**config.mk**
```make
export PLATFORM = sky130hd
export DESIGN_NAME = door_cmd_ctrl
export DESIGN_NICKNAME = d
export VERILOG_FILES = /design/src/rtl/door_pkg.sv /design/src/rtl/btn_debounce.sv /design/src/rtl/door_cmd_ctrl.sv
export SDC_FILE = /design/constraint.sdc
export NUM_CORES = 1
export LEC_CHECK = 0
export ABC_CLOCK_PERIOD_IN_PS = 10100
export CORE_ASPECT_RATIO = 1.5
export CORE_MARGIN = 2
export CORE_UTILIZATION = 28
export CTS_BUF_LIST = sky130_fd_sc_hd__clkbuf_2
export DETAILED_ROUTE_END_ITERATION = 10
export GPL_TIMING_DRIVEN = 0
export PLACE_DENSITY = 0.47
export SYNTH_ARGS = -nofsm -noshare
export SYNTH_HDL_FRONTEND = slang
export SYNTH_HIERARCHICAL = 1
export SYNTH_SLANG_ARGS = --single-unit
```
**constraint.sdc**
```tcl
create_clock -name clk -period 10.1 [get_ports clk]
set_clock_uncertainty 0.1 [all_clocks]
set_input_delay 2.02 -clock clk [delete_from_list [all_inputs] [get_ports clk]]
set_output_delay 2.02 -clock clk [all_outputs]
set_load 0.02 [all_outputs]
```
**src/rtl/door_pkg.sv**
```systemverilog
// Shared constants and state encoding for the servo door command path.
// Default cycle counts are derived from the 100 MHz clock and the servo frame timing.
package door_pkg;

  typedef enum logic [1:0] {
    CLOSED  = 2'b00,
    OPENING = 2'b01,
    OPEN    = 2'b10,
    CLOSING = 2'b11
  } door_state_t;

  localparam int CLK_HZ       = 100_000_000;
  localparam int FRAME_CYCLES = 1_000_000;
  localparam int STEP         = 500;
  localparam int STEPS        = 200;

  localparam int DEBOUNCE_CYCLES_DEF = CLK_HZ / 50;
  localparam int SWEEP_CYCLES_DEF    = FRAME_CYCLES * STEPS;
  localparam int HOLD_CYCLES_DEF     = 5 * CLK_HZ;
  localparam int TW_DEF              = 29;

endpackage

```
**src/rtl/btn_debounce.sv**
```systemverilog
// Push-button conditioner: 2-FF synchroniser, stability counter and rising-edge pulse.
// The pulse is high for the single cycle after the debounced level rises.
module btn_debounce
  import door_pkg::*;
#(
  parameter int DEBOUNCE_CYCLES = DEBOUNCE_CYCLES_DEF
) (
  input  logic clk,
  input  logic rst_n,
  input  logic i_raw,
  output logic o_level,
  output logic o_press
);

  localparam int CW = (DEBOUNCE_CYCLES > 1) ? $clog2(DEBOUNCE_CYCLES) : 1;
  localparam logic [CW-1:0] CNT_LAST = CW'(DEBOUNCE_CYCLES - 1);
  localparam logic [CW-1:0] CNT_ONE  = CW'(1);

  logic          r_sync1;
  logic          r_sync2;
  logic          r_level;
  logic          r_level_q;
  logic [CW-1:0] r_cnt;

  // A synchronised value that returns to the current level before the count
  // completes clears the counter, so only an uninterrupted run is accepted.
  always_ff @(posedge clk or negedge rst_n) begin
    if (!rst_n) begin
      r_sync1   <= 1'b0;
      r_sync2   <= 1'b0;
      r_level   <= 1'b0;
      r_level_q <= 1'b0;
      r_cnt     <= '0;
    end else begin
      r_sync1   <= i_raw;
      r_sync2   <= r_sync1;
      r_level_q <= r_level;
      if (r_sync2 == r_level) begin
        r_cnt <= '0;
      end else if (r_cnt == CNT_LAST) begin
        r_level <= r_sync2;
        r_cnt   <= '0;
      end else begin
        r_cnt <= r_cnt + CNT_ONE;
      end
    end
  end

  assign o_level = r_level;
  assign o_press = r_level & ~r_level_q;

endmodule

```
**src/rtl/door_cmd_ctrl.sv**
```systemverilog
// Door sequencer: debounced buttons drive a CLOSED/OPENING/OPEN/CLOSING FSM whose
// timer sets how long the open/close sweep levels are held for the servo stage.
module door_cmd_ctrl
  import door_pkg::*;
#(
  parameter int DEBOUNCE_CYCLES = DEBOUNCE_CYCLES_DEF,
  parameter int SWEEP_CYCLES    = SWEEP_CYCLES_DEF,
  parameter int HOLD_CYCLES     = HOLD_CYCLES_DEF,
  parameter int TW              = TW_DEF
) (
  input  logic       clk,
  input  logic       rst_n,
  input  logic       i_btn_open_raw,
  input  logic       i_btn_close_raw,
  output logic       o_open_cmd,
  output logic       o_close_cmd,
  output logic       o_door_open,
  output logic       o_busy,
  output logic [1:0] o_state
);

  localparam logic [TW-1:0] SWEEP = TW'(SWEEP_CYCLES);
  localparam logic [TW-1:0] HOLD  = TW'(HOLD_CYCLES);
  localparam logic [TW-1:0] ONE   = TW'(1);

  logic w_open_press;
  logic w_close_press;
  logic w_open_level;
  logic w_close_level;
  logic w_levels_unused;

  btn_debounce #(.DEBOUNCE_CYCLES(DEBOUNCE_CYCLES)) u_open_btn (
    .clk     (clk),
    .rst_n   (rst_n),
    .i_raw   (i_btn_open_raw),
    .o_level (w_open_level),
    .o_press (w_open_press)
  );

  btn_debounce #(.DEBOUNCE_CYCLES(DEBOUNCE_CYCLES)) u_close_btn (
    .clk     (clk),
    .rst_n   (rst_n),
    .i_raw   (i_btn_close_raw),
    .o_level (w_close_level),
    .o_press (w_close_press)
  );

  assign w_levels_unused = w_open_level | w_close_level;

  door_state_t   r_state;
  door_state_t   w_next;
  logic [TW-1:0] r_timer;
  logic [TW-1:0] w_timer_next;
  logic [TW-1:0] w_elapsed;
  logic          w_expire;
  logic          r_open_cmd;
  logic          r_close_cmd;
  logic          r_door_open;
  logic          r_busy;

  // Reversing mid-sweep reloads the travel already covered, returning the door to its start.
  assign w_elapsed = SWEEP - r_timer;
  assign w_expire  = (r_timer == ONE);

  always_comb begin
    w_next       = r_state;
    w_timer_next = r_timer;
    case (r_state)
      CLOSED: begin
        if (w_open_press) begin
          w_next       = OPENING;
          w_timer_next = SWEEP;
        end
      end
      OPENING: begin
        if (w_close_press && !w_open_press) begin
          if (w_elapsed == '0) begin
            w_next       = CLOSED;
            w_timer_next = '0;
          end else begin
            w_next       = CLOSING;
            w_timer_next = w_elapsed;
          end
        end else if (w_expire) begin
          w_next       = OPEN;
          w_timer_next = HOLD;
        end else begin
          w_timer_next = r_timer - ONE;
        end
      end
      OPEN: begin
        if (w_open_press) begin
          w_timer_next = HOLD;
        end else if (w_close_press || w_expire) begin
          w_next       = CLOSING;
          w_timer_next = SWEEP;
        end else begin
          w_timer_next = r_timer - ONE;
        end
      end
      CLOSING: begin
        if (w_open_press) begin
          if (w_elapsed == '0) begin
            w_next       = OPEN;
            w_timer_next = HOLD;
          end else begin
            w_next       = OPENING;
            w_timer_next = w_elapsed;
          end
        end else if (w_expire) begin
          w_next       = CLOSED;
          w_timer_next = '0;
        end else begin
          w_timer_next = r_timer - ONE;
        end
      end
      default: begin
        w_next       = CLOSED;
        w_timer_next = '0;
      end
    endcase
  end

  // Outputs are decoded from the next state so the command swap happens on one edge.
  always_ff @(posedge clk or negedge rst_n) begin
    if (!rst_n) begin
      r_state     <= CLOSED;
      r_timer     <= '0;
      r_open_cmd  <= 1'b0;
      r_close_cmd <= 1'b0;
      r_door_open <= 1'b0;
      r_busy      <= 1'b0;
    end else begin
      r_state     <= w_next;
      r_timer     <= w_timer_next;
      r_open_cmd  <= (w_next == OPENING);
      r_close_cmd <= (w_next == CLOSING);
      r_door_open <= (w_next == OPEN);
      r_busy      <= (w_next == OPENING) || (w_next == CLOSING);
    end
  end

  assign o_open_cmd  = r_open_cmd;
  assign o_close_cmd = r_close_cmd;
  assign o_door_open = r_door_open;
  assign o_busy      = r_busy;
  assign o_state     = r_state;

endmodule

```
-- Word-level counts from Yosys, hierarchy flattened
Cells that the tools add are included.
Widths: inputs -> output; s select.
- $add $sub $neg: 4
- multipliers: 0
- divide/modulo/power cells: 0
- magnitude comparators: 0
- equality and inequality tests: 12
- shift operators: 0
- mux-type cells: 24
- bitwise logic cells: 6
- reduce and logical (&&, ||, !) cells: 8
- operators with widths (kind ; number):
    $mux 29 ; 9
    $pmux 29 s4 ; 1
    $mux 21 ; 4
    $add 21x1->21 const B ; 2
    $eq 21x21->1 const B ; 2
    $eq 29x1->1 const B ; 1
    $logic_not 29->1 ; 1
    $sub 28x29->29 const A ; 1
    $sub 29x1->29 const B ; 1
    $mux 2 ; 9
    $eq 2x2->1 const B ; 4
    $pmux 2 s4 ; 1
    $eq 2x1->1 const B ; 2
    $not 1->1 ; 4
    $reduce_and 2->1 ; 2
    $and 1x1->1 ; 2
    $eq 1x1->1 ; 2
    $logic_not 2->1 ; 1
    $logic_or 1x1->1 ; 2
    $ne 2x2->1 const B ; 1
    $logic_and 1x1->1 ; 1
    $logic_not 1->1 ; 1
- register bits: 85
- latch bits: 0
- RAM bits: 0
- bits in read-only memories: 0
- output and inout port bits: 6
- word-level logic and storage cells: 70
- memories kept: 0

-- Depth between registers and ports, before layout
Gate-level depths: netlist of run 1.
- depth in word-level cells: 8
- depth in mapped cells: 13

-- Cells and area by module
The synthesis of run 1 kept the hierarchy.
- by module, submodules not included (module ; times used ; cells an instance ; area each (um2)):
    door_cmd_ctrl ; 1 ; 535 ; 3962.6
    btn_debounce ; 2 ; 118 ; 1209.9

-- Worst setup path after synthesis of run 1
Ideal clock, no wire load.
- kind: register to register
- from: reg r_timer[1]
- to: reg r_timer[2]
- library setup time: 0.131 ns
- data arrival time: 3.188 ns
- data required time: 9.869 ns
- slack: 6.682 ns
- cell stages (with the launch flop): 14
- buffers on the path: 2
- cells stage by stage: dfrtp_1 inv_1 ha_1 or4b_1 o21ai_4 buf_6 nand3b_1 a2111o_1 a2111oi_4 nand4_4 and2b_1 buf_2 a211oi_1 mux2i_1
- word-level cells in the longest chain between the ends: 5
- elaborated cells on any way between the ends: 14
- RTL lines (item ; RTL line ; source):
    start: declaration ; door_cmd_ctrl.sv:52 ; logic [TW-1:0] r_timer;
    start signal: assignment ; door_cmd_ctrl.sv:135 ; r_timer <= w_timer_next;
    $sub 28x29->29 / $eq 29x1->1 (equally long branches) ; door_cmd_ctrl.sv:62, door_cmd_ctrl.sv:63 ;
    $logic_not 29->1 / $logic_or 1x1->1 (equally long branches) ; door_cmd_ctrl.sv:77, door_cmd_ctrl.sv:103, door_cmd_ctrl.sv:94 ;
    $mux 29 (on tied branches) ; door_cmd_ctrl.sv:103, door_cmd_ctrl.sv:77, door_cmd_ctrl.sv:94 ;
    $mux 29 (on tied branches) ; door_cmd_ctrl.sv:102, door_cmd_ctrl.sv:76, door_cmd_ctrl.sv:92 ;
    $pmux 29 s4 (*) ; door_cmd_ctrl.sv:68 ; case (r_state)
Every way passes the cells marked *; elsewhere a longest branch is shown, timed or not.
A chain may end at the register's enable or synchronous reset.

-- Final worst setup path of run 1
- from: reg r_timer[8]
- to: reg r_timer[12]
Same word-level chain as after synthesis.

==> results of run 1 <==
==> synthesized netlist by cell type, types with 12 or more instances <==
cell type	number
sky130_fd_sc_hd__nor2_1	91
sky130_fd_sc_hd__dfrtp_1	84
sky130_fd_sc_hd__nand2_1	55
sky130_fd_sc_hd__a21oi_1	49
sky130_fd_sc_hd__o21ai_0	45
sky130_fd_sc_hd__xnor2_1	37
sky130_fd_sc_hd__nand3_1	33
sky130_fd_sc_hd__clkbuf_1	32
sky130_fd_sc_hd__nor3_1	24
sky130_fd_sc_hd__inv_1	22
sky130_fd_sc_hd__nand4_1	22
sky130_fd_sc_hd__or3_1	22
sky130_fd_sc_hd__xor2_1	18
sky130_fd_sc_hd__a211oi_1	16
sky130_fd_sc_hd__or4_1	14
sky130_fd_sc_hd__a31oi_1	13
sky130_fd_sc_hd__nor4_1	13
sky130_fd_sc_hd__buf_2	12
==> per-layer routing <==
metal  routed length, um  up-vias  GRT usage  share of wire
li1                    -     2925          -              -
met1                8420     2956      0.202           0.38
met2               11800      183      0.345           0.53
met3                 681       64     0.0223          0.031
met4                1380        0      0.119          0.062
met5                   0        -          0              0
==> worst paths after layout <==
path                                                from                            end  slack, ps  cells after the start
max                               r_timer[8]$_DFFE_PN0P_        r_timer[12]$_DFFE_PN0P_       5930                     11
min                        u_close_btn/r_sync1$_DFF_PN0_  u_close_btn/r_sync2$_DFF_PN0_        300                      0
max reg2reg                       r_timer[8]$_DFFE_PN0P_        r_timer[12]$_DFFE_PN0P_       5930                     11
min reg2reg                u_close_btn/r_sync1$_DFF_PN0_  u_close_btn/r_sync2$_DFF_PN0_        300                      0
max in group asynchronous                          rst_n         r_timer[1]$_DFFE_PN0P_       8030                      2
min in group asynchronous                          rst_n  u_close_btn/r_sync1$_DFF_PN0_       1210                      1
==> where the power goes <==
part           internal [W]  switching [W]  total (W)
logic            0.00000571      0.0000121  0.0000178
registers          0.000340     0.00000281   0.000343
clock network     0.0000341       0.000142   0.000176
==> placed cells by master, fill, tap and decap left out, types with 8 or more instances in the layout <==
cell type and instances:
sky130_fd_sc_hd__nand2_1 55, sky130_fd_sc_hd__nor4_1 13, sky130_fd_sc_hd__nor3_1 23, sky130_fd_sc_hd__clkbuf_1 32, sky130_fd_sc_hd__or3_1 22, sky130_fd_sc_hd__a21oi_1 49
sky130_fd_sc_hd__xor2_1 18, sky130_fd_sc_hd__o31ai_1 10, sky130_fd_sc_hd__nor2_1 91, sky130_fd_sc_hd__o21ai_0 45, sky130_fd_sc_hd__or4_1 14, sky130_fd_sc_hd__buf_2 12
sky130_fd_sc_hd__a31oi_1 13, sky130_fd_sc_hd__nand4_1 22, sky130_fd_sc_hd__xnor2_1 37, sky130_fd_sc_hd__nand3_1 33, sky130_fd_sc_hd__clkbuf_2 9, sky130_fd_sc_hd__a211oi_1 16
sky130_fd_sc_hd__clkdlybuf4s50_1 8, sky130_fd_sc_hd__inv_1 22, sky130_fd_sc_hd__dfrtp_1 84, sky130_fd_sc_hd__o21a_1 10
==> cell type report <==
type                    count  area (um^2)  area share
multi-input cells         615         3960       0.569
flip-flops and latches     84         2100       0.302
plain buffers              50          244      0.0351
clock buffers               9         45.0     0.00647
inverters                  22         82.6      0.0119
diodes                      1         2.50    0.000360
repair buffers             11          126      0.0182
clock inverters             7         50.0     0.00719
well taps                 276          345      0.0496
==> through the flow <==
stage | hold WS [ps] | cell area [um^2] | power [W] | setup WS (ps) | utilization
floorplan | 231 | 6380 | 0.000355 | 6680 | -
global placement | 235 | 6820 | 0.000366 | 3560 | 0.305
detailed placement | 237 | 6860 | 0.000367 | 6000 | 0.306
CTS | 302 | 6950 | 0.000549 | 5990 | 0.311
global route | 308 | 6960 | 0.000566 | 5760 | 0.311
finish | 296 | 6960 | 0.000537 | 5930 | 0.311
==> worst reg2reg max path: cells and delay by family (launching register included) <==
kind            cells  cell delay [ps]
buf+inv             2              470
compound gates      4             1100
flops               1              420
simple gates        4             1760
xor+xnor            1              180
==> logic make-up after synthesis <==
kind of cell    Yosys count  share of synthesized area
buf+inv                  72                     0.0512
xor+xnor                 55                     0.0755
mux                       5                    0.00843
fa+ha+maj                 4                    0.00784
compound gates          210                      0.232
simple gates            341                      0.296
flops                    84                      0.329
==> summary.log, run 1 <==
qor: pwr.leakage 2.71 nW
qor: die.placementRows 67
qor: clock_tree.cts-resized-gates 0
qor: routing.detailedRoute.firstIterationViolations 575
qor: critical_path.worstPathRequired 10,490 ps
qor: clock_tree.postCtsHoldBufs 0
qor: critical_path.worst_setup_path_start_kind flip-flop
qor: die.fp.dieH 189 um
qor: layout.num-fill-cells 2,349
qor: logic_synthesis.ys.warnings.count 6
qor: place.gpl.final_weighted_congestion 0.916
qor: clock_tree.cts_tree done
qor: pwr.vdd_drop_max 0.0000456 V
qor: critical_path.critPathArrivalTime 4570 ps
qor: logic_synthesis.syn_avg_cell_area 8.28 um^2
qor: routing.via_count 6,128
qor: timing.maxSlewHeadroom 0.364
qor: clock_tree.worstSkewPairLatency 630 ps
qor: critical_path.cp_max_fo 10
qor: layout.areaGrowthSynthToFinish 9.00%
qor: clock_tree.clock_tree.htree_level_count 3
qor: layout.layoutNonFillerInstCount 1,075
qor: critical_path.endpoint_kind flip-flop
qor: timing.final_max_slew_viol_count 0
qor: routing.avgRoutedWirePerCell 20.7 um
qor: place.buffer_ports.inserted 9
qor: logic_synthesis.synth_enable_flop_cells 0
qor: logic_synthesis.async_reset_ff_frac 1.00
qor: timing.rsz0062_at_grt no
qor: timing.report.final.setup_viol 0
qor: global_route.number_of_antenna_violations_at_the_first_check_in_global_routing 1
qor: logic_synthesis.synthCells 771
qor: critical_path.slowest_stage sky130_fd_sc_hd__or4b_1
qor: die.num_io_pins 10
qor: place.numPlacedInstances 1,058
qor: global_route.grt_use_total 0.188
qor: critical_path.worstPathCellList clkbuf_1 -> or4b_1 -> or4_4 -> a221oi_4 -> xnor2_1 -> a21boi_1 -> nand4_4 -> and2b_1 -> buf_2 -> a211oi_1 -> a31oi_1
qor: logic_synthesis.postSynthNetCount 779
qor: layout.post_route_cells_drive_above_1_share 0.0915
qor: logic_synthesis.synthesized_cell_area 6380 um^2
qor: layout.largest_registers r_timer (29), u_close_btn/r_cnt (21), u_open_btn/r_cnt (21)
qor: die.die_width 127 um
qor: outcome.status completed
qor: die.initial_core_utilization 0.285
qor: logic_synthesis.ys_types 78
qor: logic_synthesis.synth.top_cell.area_share 0.329
qor: routing.drt_pre_antenna_iters 6
qor: critical_path.cp_top_family simple AND/OR/NAND/NOR gates
qor: timing.tightest_slew 944 ps
qor: critical_path.critPathMaxStageDelay 630 ps
qor: layout.final_nets 801
qor: timing.period_needed 4170 ps
qor: logic_synthesis.synth_seq_cells 84
qor: job.cap_viol_max_count 0
qor: place.place.detailed.hpwl 16,900 um
qor: layout.largest_register_ff_count 29
qor: timing.maxClockFrequency 240 MHz
qor: global_route.grt_pass1_wl 35,200 um
qor: routing.post_drt_via_cell_ratio 5.70
qor: clock_tree.total_number_of_clock_tree_sinks 84
qor: critical_path.timing_worst_setup_path_type reg2reg
qor: hold_path.hold_path_class reg2reg
qor: clock_tree.cts.reportedPaths.clkPinSlew 280 ps
qor: routing.postRouteAntennaNets 0
qor: clock_tree.postcts_setup_bufs 0
qor: critical_path.critPathBufInv 2
qor: global_route.globalRoute.totalOverflow 0
qor: pwr.power.density 77.2 nW/um^2
qor: global_route.grt_start_max_net_pins 50
qor: timing.fin_tns_setup 0 ps
qor: die.core_area 22,400 um^2
qor: routing.totalWireLength 22,200 um
qor: logic_synthesis.synth-main-ff-cell sky130_fd_sc_hd__dfrtp_1
qor: routing.detail_route.drc_violations 0
qor: logic_synthesis.synth_area_leaders sky130_fd_sc_hd__dfrtp_1, sky130_fd_sc_hd__nor2_1, sky130_fd_sc_hd__xnor2_1, sky130_fd_sc_hd__a21oi_1, sky130_fd_sc_hd__o21ai_0
qor: clock_tree.tritoncts.num_buffers 9
qor: layout.registers.top_by_ff_count r_timer
qor: clock_tree.maximum_root_to_sink_buffer_count 2
qor: die.fp.dieArea 24,000 um^2
qor: logic_synthesis.netlist.top_cell.by_area sky130_fd_sc_hd__dfrtp_1
qor: timing.post-route-period-util 0.413
qor: timing.finalHoldViolCount 0
qor: clock_tree.cts-root-buf sky130_fd_sc_hd__clkbuf_2
qor: logic_synthesis.seq_area_frac_synth 0.329
qor: global_route.first_global_vias 6,124
No activity file was read; power rests on OpenSTA's default activity.
==> run 2, diff against run 1 <==
--- a/config.mk
+++ b/config.mk
@@ -5,14 +5,14 @@
 export SDC_FILE = /design/constraint.sdc
 export NUM_CORES = 1
 export LEC_CHECK = 0
-export ABC_CLOCK_PERIOD_IN_PS = 10100
+export ABC_CLOCK_PERIOD_IN_PS = 3800
 export CORE_ASPECT_RATIO = 1.5
 export CORE_MARGIN = 2
 export CORE_UTILIZATION = 28
 export CTS_BUF_LIST = sky130_fd_sc_hd__clkbuf_2
 export DETAILED_ROUTE_END_ITERATION = 10
 export GPL_TIMING_DRIVEN = 0
-export PLACE_DENSITY = 0.47
+export PLACE_DENSITY = 0.48
 export SYNTH_ARGS = -nofsm -noshare
 export SYNTH_HDL_FRONTEND = slang
 export SYNTH_HIERARCHICAL = 1
==> constraint.sdc (replaced) <==
create_clock -name clk -period 3.8 [get_ports clk]
set_clock_uncertainty 0.1 [all_clocks]
set_input_delay 0.76 -clock clk [delete_from_list [all_inputs] [get_ports clk]]
set_output_delay 0.76 -clock clk [all_outputs]
set_load 0.02 [all_outputs]
==> summary.log, run 2 (same netlist as run 1, synthesis figures left out) <==
qor: critical_path.timing.critical_path.from r_timer[3]$_DFFE_PN0P_ [was r_timer[8]$_DFFE_PN0P_]
qor: pwr.power.density 189 nW/um^2 [was 77.2 nW/um^2]
qor: die.fp.dieArea 24,000 um^2 [unchanged]
qor: clock_tree.clock_tree.htree_level_count 3 [unchanged]
qor: timing.post-route-period-util 1.00 [was 0.413]
qor: critical_path.critPathMaxStageDelay 580 ps [was 630 ps]
qor: critical_path.cp_endpoint r_timer[22]$_DFFE_PN0P_ [was r_timer[12]$_DFFE_PN0P_]
qor: layout.layoutNonFillerInstCount 1,112 [was 1,075]
qor: global_route.grt_pass1_wl 35,200 um [about the same]
qor: outcome.status finished, violations left [was completed]
qor: global_route.first_global_vias 6,176 [was 6,124]
qor: clock_tree.total_number_of_clock_tree_sinks 84 [unchanged]
qor: clock_tree.worstSkewPairLatency 620 ps [was 630 ps]
qor: critical_path.critical_path.most_common_cell sky130_fd_sc_hd__buf_6
qor: layout.final_nets 838 [was 801]
qor: place.numPlacedInstances 1,058 [unchanged]
qor: die.die_width 127 um [unchanged]
qor: critical_path.worstReg2RegStart r_timer[3]$_DFFE_PN0P_ [was r_timer[8]$_DFFE_PN0P_]
qor: die.placementRows 67 [unchanged]
qor: critical_path.worst_setup_path_start_kind flip-flop [unchanged]
qor: job.cap_viol_max_count 0 [unchanged]
qor: pwr.intPower 0.00101 W [was 0.000380 W]
qor: critical_path.slowest_stage sky130_fd_sc_hd__or4_4 [was sky130_fd_sc_hd__or4b_1]
qor: timing.final_max_slew_viol_count 0 [unchanged]
qor: critical_path.ff_to_ff_path_depth 12 [was 11]
qor: pwr.total_net_switching_power 0.000424 W [was 0.000157 W]
qor: timing.rsz0062_at_grt yes [was no]
qor: routing.drt_pre_antenna_iters 5 [was 6]
qor: critical_path.cp_max_fo 6 [was 10]
qor: layout.post_route_cells_drive_above_1_share 0.195 [was 0.0915]
qor: timing.maxSlewHeadroom 0.359 [was 0.364]
qor: layout.layout.cells.most_common_list sky130_fd_sc_hd__nor2_1, sky130_fd_sc_hd__dfrtp_1, sky130_fd_sc_hd__nand2_1 [unchanged]
qor: timing.period_needed 3810 ps [was 4170 ps]
qor: layout.largest_register_ff_count 29 [unchanged]
qor: hold_path.hold_path_class reg2reg [unchanged]
qor: critical_path.rr_endpoint r_timer[22]$_DFFE_PN0P_ [was r_timer[12]$_DFFE_PN0P_]
qor: die.initial_core_utilization 0.285 [unchanged]
qor: global_route.grt_start_max_net_pins 51 [was 50]
qor: place.gpl.final_weighted_congestion 0.906 [was 0.916]
qor: routing.avgRoutedWirePerCell 20.5 um [was 20.7 um]
qor: global_route.grt_use_total 0.188 [about the same]
qor: die.num_io_pins 10 [unchanged]
qor: clock_tree.cts-root-buf sky130_fd_sc_hd__clkbuf_2 [unchanged]
qor: critical_path.worstPathCellList buf_6 -> or4_4 -> buf_8 -> nor3_2 -> o221ai_2 -> a2111o_1 -> a2111oi_4 -> nand4_4 -> buf_6 -> o21ai_4 -> a211oi_2 -> or3_4 [was clkbuf_1 -> or4b_1 -> or4_4 -> a221oi_4 -> xnor2_1 -> a21boi_1 -> nand4_4 -> and2b_1 -> buf_2 -> a211oi_1 -> a31oi_1]
qor: critical_path.worstPathRequired 4250 ps [was 10,490 ps]
qor: pwr.leakage 2.98 nW [was 2.71 nW]
qor: timing.maxClockFrequency 263 MHz [was 240 MHz]
qor: pwr.finalPower 0.00144 W [was 0.000537 W]
qor: timing.fin_ws -5.75 ps [was 5930 ps]
qor: critical_path.ff2ff_setup_slack -6 ps [was 5930 ps]
qor: pwr.p_seq_frac 0.634 [was 0.638]
qor: layout.mostFrequentLayoutCell sky130_fd_sc_hd__nor2_1 [unchanged]
qor: pwr.swShare 0.295 [was 0.293]
qor: routing.post_drt_via_cell_ratio 5.73 [was 5.70]
qor: critical_path.critPathArrivalTime 4260 ps [was 4570 ps]
qor: timing.report.final.setup_viol 2 [was 0]
qor: place.buffer_ports.inserted 9 [unchanged]
qor: global_route.number_of_antenna_violations_at_the_first_check_in_global_routing 1 [unchanged]
qor: pwr.vdd_drop_max 0.000112 V [was 0.0000456 V]
qor: outcome.failed_checks setup timing
qor: routing.via_count 6,376 [was 6,128]
qor: layout.areaGrowthSynthToFinish 19.2% [was 9.00%]
qor: die.fp.dieH 189 um [unchanged]
qor: critical_path.endpoint_kind flip-flop [unchanged]
qor: routing.detail_route.drc_violations 0 [unchanged]
qor: clock_tree.tritoncts.num_buffers 9 [unchanged]
qor: clock_tree.cts.reportedPaths.clkPinSlew 300 ps [was 280 ps]
qor: pwr.pwr-share-clk 0.333 [was 0.328]
qor: place.place.detailed.hpwl 16,700 um [was 16,900 um]
qor: routing.totalWireLength 22,800 um [was 22,200 um]
qor: timing.fin_tns_setup -6.37 ps [was 0 ps]
qor: timing.tightest_slew 952 ps [was 944 ps]
qor: layout.registers.top_by_ff_count r_timer [unchanged]
qor: timing.finalHoldViolCount 0 [unchanged]
qor: clock_tree.maximum_root_to_sink_buffer_count 2 [unchanged]
qor: clock_tree.cts_tree done [unchanged]
qor: pwr.pwr-share-comb 0.033 [about the same]
qor: routing.postRouteAntennaNets 0 [unchanged]
qor: critical_path.timing_worst_setup_path_type reg2reg [unchanged]
qor: routing.detailedRoute.firstIterationViolations 507 [was 575]
qor: global_route.globalRoute.totalOverflow 0 [unchanged]
qor: layout.largest_registers r_timer (29), u_close_btn/r_cnt (21), u_open_btn/r_cnt (21) [unchanged]
qor: die.core_area 22,400 um^2 [unchanged]
qor: timing.worst_hold_margin 289 ps [was 296 ps]
==> run 2: repair_timing <==
action | 4_1_cts | 5_1_grt
endpoints found under the hold margin | 34 | 0
resized for setup | 20 | 66
buffers inserted | 9 | 29
hold buffers | 1 | 0
setup endpoints to repair | 26 | 24
pin swaps | 4 | 20
cloned | 0 | 1
==> run 2: through the flow <==
step / util / setup slack [ps] / instance area, um^2
floorplan: - / 382 / 6380
global placement: 0.305 / -1470 / 6820
detailed placement: 0.306 / -258 / 6860
CTS: 0.319 / 16.3 / 7140
global route: 0.340 / -97.4 / 7600
finish: 0.340 / -5.75 / 7600
==> run 2: worst min-delay path by stage <==
stage | startpoint | end | cells after the start
4_1_cts | u_open_btn/r_sync1$_DFF_PN0_ | u_open_btn/r_sync2$_DFF_PN0_ | 0
2_1_floorplan | u_close_btn/r_sync1$_DFF_PN0_ | u_close_btn/r_sync2$_DFF_PN0_ | 0
6_report | u_open_btn/r_sync1$_DFF_PN0_ | u_open_btn/r_sync2$_DFF_PN0_ | 0
5_1_grt | u_open_btn/r_sync1$_DFF_PN0_ | u_open_btn/r_sync2$_DFF_PN0_ | 0
3_5_place_dp | u_open_btn/r_sync1$_DFF_PN0_ | u_open_btn/r_sync2$_DFF_PN0_ | 0
3_3_place_gp | u_close_btn/r_sync1$_DFF_PN0_ | u_close_btn/r_sync2$_DFF_PN0_ | 0
==> run 2: metal layers <==
| layer | global-route usage | wire [um] | vias to the layer above |
|---|---|---|---|
| met3 | 0.0203 | 703 | 77 |
| met1 | 0.204 | 8670 | 3120 |
| met5 | 0 | 0 | - |
| met4 | 0.112 | 1410 | 0 |
| met2 | 0.346 | 12000 | 179 |
| li1 | - | - | 3000 |
==> run 2: critical path: cells and delay by family (launching register included) <==
kind	cells	cell delay (ps)
compound gates	5	1250
simple gates	4	1440
buf+inv	3	490
flops	1	450
==> run 2: layout make-up <==
class,count,area [um^2]
Antenna cell,1,2.50
Buffer,47,268
Clock buffer,9,45.0
Clock inverter,7,58.8
Fill cell,2356,14800
Inverter,22,82.6
Multi-Input combinational cell,615,4240
Sequential cell,84,2110
Tap cell,276,345
Timing Repair Buffer,51,454
==> run 2: power by group through the flow <==
stage / registers [W] / clock network [W] / logic, W
4_1_cts: 0.000912 / 0.000507 / 0.0000509
3_3_place_gp: 0.000926 / 0 / 0.0000461
6_report: 0.000911 / 0.000480 / 0.0000476
3_5_place_dp: 0.000926 / 0 / 0.0000501
2_1_floorplan: 0.000924 / 0 / 0.0000190
5_1_grt: 0.000914 / 0.000538 / 0.0000562
